[src/rtl/mem_stage.sv]
// rtl/mem_stage.sv - memory-access pipeline stage with wait-state data memory handshake
//
// Optional feature macro: MEM_TIMEOUT_EN (aborts an access after TIMEOUT unacknowledged wait cycles).
//
// Ports:
//   clk, rst                    clock, asynchronous active-high reset
//   ex_valid / ex_ready         execute-side handshake (ex_ready is combinational)
//   ex_res, ex_store_data       ALU result (address or value), store data
//   ex_mem_read, ex_mem_write   LW / SW qualifiers
//   ex_rd, ex_reg_write         destination register and its write enable
//   dmem_req/we/addr/wdata      data memory request, held until dmem_ack
//   dmem_rdata, dmem_ack        read data and one-cycle completion strobe
//   wb_valid                    one-cycle result pulse; wb_data/wb_rd/wb_reg_write/wb_fault held between pulses
module mem_stage #(
  parameter int TIMEOUT = 16
) (
  input  logic        clk,
  input  logic        rst,
  input  logic        ex_valid,
  output logic        ex_ready,
  input  logic [31:0] ex_res,
  input  logic [31:0] ex_store_data,
  input  logic        ex_mem_read,
  input  logic        ex_mem_write,
  input  logic [4:0]  ex_rd,
  input  logic        ex_reg_write,
  output logic        dmem_req,
  output logic        dmem_we,
  output logic [31:0] dmem_addr,
  output logic [31:0] dmem_wdata,
  input  logic [31:0] dmem_rdata,
  input  logic        dmem_ack,
  output logic        wb_valid,
  output logic [31:0] wb_data,
  output logic [4:0]  wb_rd,
  output logic        wb_reg_write,
  output logic        wb_fault
);

  typedef enum logic {IDLE, WAIT} state_t;

  state_t      state, state_d;
  logic        req_d, we_d;
  logic [31:0] addr_d, wdata_d;
  logic        wb_valid_d, wb_reg_write_d, wb_fault_d;
  logic [31:0] wb_data_d;
  logic [4:0]  wb_rd_d;
  // Destination info of the outstanding access, consumed at ack time.
  logic [4:0]  lat_rd, lat_rd_d;
  logic        lat_rw, lat_rw_d;

`ifdef MEM_TIMEOUT_EN
  localparam logic [7:0] TIMEOUT_CNT = 8'(TIMEOUT);
  logic [7:0] cnt, cnt_d;
`endif

  logic xfer;
  logic mem_op;

  assign ex_ready = (state == IDLE) && !rst;
  assign xfer     = ex_valid && ex_ready;
  assign mem_op   = ex_mem_read || ex_mem_write;

  always_comb begin
    state_d        = state;
    req_d          = dmem_req;
    we_d           = dmem_we;
    addr_d         = dmem_addr;
    wdata_d        = dmem_wdata;
    wb_valid_d     = 1'b0;
    wb_data_d      = wb_data;
    wb_rd_d        = wb_rd;
    wb_reg_write_d = wb_reg_write;
    wb_fault_d     = wb_fault;
    lat_rd_d       = lat_rd;
    lat_rw_d       = lat_rw;
`ifdef MEM_TIMEOUT_EN
    cnt_d          = cnt;
`endif
    case (state)
      IDLE: begin
        if (xfer) begin
          if (!mem_op) begin
            wb_valid_d     = 1'b1;
            wb_data_d      = ex_res;
            wb_rd_d        = ex_rd;
            wb_reg_write_d = ex_reg_write && (ex_rd != 5'd0);
            wb_fault_d     = 1'b0;
          end else if (ex_res[1:0] != 2'b00) begin
            // Misaligned: report immediately, never touch memory.
            wb_valid_d     = 1'b1;
            wb_data_d      = ex_res;
            wb_rd_d        = ex_rd;
            wb_reg_write_d = 1'b0;
            wb_fault_d     = 1'b1;
          end else begin
            req_d    = 1'b1;
            we_d     = ex_mem_write && !ex_mem_read; // read wins when both set
            addr_d   = ex_res;
            wdata_d  = ex_store_data;
            lat_rd_d = ex_rd;
            lat_rw_d = ex_reg_write;
`ifdef MEM_TIMEOUT_EN
            cnt_d    = 8'd0;
`endif
            state_d  = WAIT;
          end
        end
      end
      WAIT: begin
        if (dmem_ack) begin
          req_d      = 1'b0;
          wb_valid_d = 1'b1;
          wb_rd_d    = lat_rd;
          wb_fault_d = 1'b0;
          if (dmem_we) begin
            wb_data_d      = dmem_addr;
            wb_reg_write_d = 1'b0;
          end else begin
            wb_data_d      = dmem_rdata;
            wb_reg_write_d = lat_rw && (lat_rd != 5'd0);
          end
          state_d = IDLE;
        end
`ifdef MEM_TIMEOUT_EN
        // Ack is tested first, so an ack on the limit cycle still succeeds.
        else if (cnt + 8'd1 == TIMEOUT_CNT) begin
          req_d          = 1'b0;
          wb_valid_d     = 1'b1;
          wb_data_d      = dmem_addr;
          wb_rd_d        = lat_rd;
          wb_reg_write_d = 1'b0;
          wb_fault_d     = 1'b1;
          state_d        = IDLE;
        end else begin
          cnt_d = cnt + 8'd1;
        end
`endif
      end
      default: state_d = IDLE;
    endcase
  end

  always_ff @(posedge clk or posedge rst) begin
    if (rst) begin
      state        <= IDLE;
      dmem_req     <= 1'b0;
      dmem_we      <= 1'b0;
      dmem_addr    <= '0;
      dmem_wdata   <= '0;
      wb_valid     <= 1'b0;
      wb_data      <= '0;
      wb_rd        <= '0;
      wb_reg_write <= 1'b0;
      wb_fault     <= 1'b0;
      lat_rd       <= '0;
      lat_rw       <= 1'b0;
`ifdef MEM_TIMEOUT_EN
      cnt          <= '0;
`endif
    end else begin
      state        <= state_d;
      dmem_req     <= req_d;
      dmem_we      <= we_d;
      dmem_addr    <= addr_d;
      dmem_wdata   <= wdata_d;
      wb_valid     <= wb_valid_d;
      wb_data      <= wb_data_d;
      wb_rd        <= wb_rd_d;
      wb_reg_write <= wb_reg_write_d;
      wb_fault     <= wb_fault_d;
      lat_rd       <= lat_rd_d;
      lat_rw       <= lat_rw_d;
`ifdef MEM_TIMEOUT_EN
      cnt          <= cnt_d;
`endif
    end
  end

endmodule

[config.mk]
export PLATFORM = sky130hd
export DESIGN_NAME = mem_stage
export DESIGN_NICKNAME = d
export VERILOG_FILES = /design/src/rtl/mem_stage.sv
export SDC_FILE = /design/constraint.sdc
export NUM_CORES = 1
export LEC_CHECK = 0
export BUFFER_PORTS_ARGS = -buffer_cell sky130_fd_sc_hd__buf_2
export CORE_MARGIN = 2
export CORE_UTILIZATION = 48
export DETAILED_ROUTE_END_ITERATION = 10
export HOLD_SLACK_MARGIN = 0.02
export PLACE_DENSITY = 0.83
export SLEW_MARGIN = 20
export SYNTH_ARGS = -nofsm -noshare
export SYNTH_HDL_FRONTEND = slang
export SYNTH_SLANG_ARGS = --single-unit
[constraint.sdc]
create_clock -name clk -period 4.4 [get_ports clk]
set_input_delay 0.44 -clock clk [delete_from_list [all_inputs] [get_ports clk]]
set_output_delay 0.44 -clock clk [all_outputs]
set_load 0.01 [all_outputs]
==> results.md <==
- Slowest cell on the critical path: nand2_2
- Status: completed
- Max-cap violations: 0
- Synth top area share: 56.68%
- Ant diodes: 0
- Count leader, synth: dfrtp_1
- DP Worst Slack: approximately 1.9 ns
- Clock power share: between 30% and 40%
- Largest area contributor in the netlist: dfrtp_1
- Req. time, crit path: ~4.8 ns
- WS Path Type: reg -> reg
- Final setup skew: ~0.011 ns
- Crit path DAT: between 2 and 3 ns
- Internal power: 2.620 mW
- Vias per inst: around 5
- RePlAce Congestion: roughly 0.78
- RSZ-0062 raised after global routing: no
- Family with the most delay on the worst path: simple AND/OR/NAND/NOR gates
- Vias in the first global route: 3927
- Slew Limit Fails: 0
- Sequential Power Share: 40.8%
- Clock transition at path regs: approximately 0.06 ns
- Antenna viol nets, final: 0
- Vias post-DR: roughly 3700
- Setup slack, reg-to-reg: 1.87 ns
- Comb power frac: approximately 24%
- Sequential area share after synthesis: 56.68%
- Drt pass-1 iters: 4
- CTS tree: yes
- Root Driver: clkbuf_8
- Row cnt: 37
- Post-Syn Instances: between 300 and 400
- Most common library cells after synthesis: dfrtp_1 (113), mux2_2 (97), nor2_1 (35)
- DIE WIDTH: approximately 110 µm
- CP Cell Sequence: buf_4 -> nand2_1 -> nand2_2 -> mux2_2
- Core Region: ~10000 µm²
- Largest family of logic cells by synthesized area: multiplexers
- Leakage: between 3 and 4 nW
- Worst-margin pin slew: roughly 1.1 ns
- First-pass GRT wire length: between 15 and 20 mm
- Compound-gate portion of the synthesized area: 4.841%
- Hold buffers post-CTS: 0
- Fin. Hold Viols: 0
- Maximum clock path buffer count: 2
- Dominant synthesized flop cell: dfrtp_1
- #FFs+latches synth: ~110
- CTS buffer count: 17
- Sw Ratio: about 29%
- Max Freq: 0.3958 GHz
- Post-synth ARST share: 100.0%
- Xor/xnor share of the synthesized area: 0%
- H-tree levels: 4
- Post-synthesis mux area share: 32.15%
- Final Worst Setup Slack: about 1.9 ns
- Layout cells sized above 1: 60.27%
- Fin Setup TNS: 0 ns
- Crit path largest cell delay: approximately 0.79 ns
- Setup Viol. Count Final: 0
- Worst r2r src: state
- Critical Path Start Type: flop
- Fillers: ~780
- Sw Pwr: about 1.0 mW
- Die height: 105.9 µm
- Antenna violations before repair: 0
- Post-synth EDFFs: 0
- Syn nets: roughly 480
- Slew HR: slightly below 30%
- Final Cycle Share: ~57%
- IO Pins: roughly 220
- Synth area leaders: dfrtp_1 (57%), mux2_2 (22%), mux2i_1 (6.4%)
- Clk sinks: between 100 and 150
- Reg2Reg Capture Point: wb_data[7]
- Simple-Gate Fraction of Synth Area: 3.762%
- Synthesized area per cell: roughly 14 µm²
- Gr ovfl total: 0
- DIE AREA: 11220 µm²
- Crit. End Element: flop
- Reg2reg path depth: 4
- CP max FO: between 70 and 80
- Clock Latency Late Sink: around 0.5 ns
- Buf/Inv on CP: 1
- GRT Resource Usage Total: between 20 and 25%
- Worst min path class: in -> async
- DRC: 0
- Worst vdd ir: about 0.33 mV
- Buffers on Ports: about 210
- Nets: just under 700
- Ys Warns: 0
- Iter 0 DRT Violations: approximately 170
- Mapped cell area: 4989 µm²
- Post-CTS Setup Inserts: 0
- Distinct cell type count after synthesis: 25
- Initial Utilization: between 40% and 50%
- Cts repair resizes: 0
- Routed len/inst: roughly 17 µm
- WL final: between 10 and 15 mm
- Final core occ: 65.91%
- Area share of fa/ha/maj cells after synthesis: 0%
- Power per Cell Area: roughly 550 nW/µm²
- Final worst path period need: 2.527 ns
- Largest net degree at the start of global routing: 77
- Overall power consumption: between 3 and 4 mW
- Detailed placement HPWL: ~8.4 mm
- P&R area growth vs syn: 34.56%
cell families after synthesis:
group,Yosys count
multiplexers,143
flip-flops,113
AO/OA/AOI/OAI,41
buffers and inverters,26
AND/OR/NAND/NOR,45
state kept, by name (all words and copies together), names as in the netlist:
register      flops
wb_reg_write      1
dmem_we           1
wb_fault          1
wb_rd             5
lat_rd            5
dmem_req          1
dmem_wdata       32
lat_rw            1
wb_data          32
state             1
wb_valid          1
dmem_addr        32
power by group through the flow:
stage          Combinational, mW  Sequential (mW)  Clock (mW)
2_1_floorplan              0.421             1.57           0
3_3_place_gp               0.867             1.49           0
3_5_place_dp               0.897             1.51           0
4_1_cts                    0.902             1.50        1.30
5_1_grt                    0.959             1.53        1.36
6_report                   0.889             1.50        1.28
per-layer routing:
| metal | vias to the layer above | wire (µm) | GRT usage (%) |
|---|---|---|---|
| met3 | 10 | 883 | 8.952 |
| li1 | 1734 | - | - |
| met4 | 0 | 129 | 7.519 |
| met1 | 1832 | 4940 | 25.79 |
| met5 | - | 0 | 0 |
| met2 | 151 | 6227 | 37.60 |
worst max-delay path by stage:
stage                     start           end  slack [ns]  depth (start not counted)
after floorplan             rst  dmem_addr[0]        0.97                          1
after detailed placement  state   wb_data[28]        1.88                          4
after global routing      state   wb_data[28]        1.69                          4
after global placement    state    wb_data[9]        1.96                          4
final                     state    wb_data[7]        1.87                          4
after CTS                 state    wb_data[7]        1.86                          4
layout make-up:
cell class / count / area [µm²] / area share [%]
clock buffer: 27 / 511.7 / 7.623
clock inverter: 5 / 50.05 / 0.7456
inverter: 3 / 13.76 / 0.2050
multi-input combinational: 229 / 2043 / 30.44
sequential: 113 / 2830 / 42.16
tap: 136 / 170.2 / 2.535
timing repair buffer: 217 / 1094 / 16.29
stage by stage:
stage	hold WS [ns]	std cells	area [µm²]
global placement	0.4716	698	6151
finish	0.1463	730	6713
CTS	0.1260	730	6713
detailed placement	0.4799	698	6151
global route	0.1304	730	6713
floorplan	0.4798	368	4989
placed cells by master, fill, tap and decap left out, types with 5 or more instances in the layout:
cell       instances
a21oi_1           34
mux2i_1           32
buf_2            214
clkbuf_8           7
mux2_1             5
mux2_4             9
mux2_2            97
clkbuf_16         16
nor2_1            35
dfrtp_1          111
No activity file was read; power rests on OpenSTA's default activity.
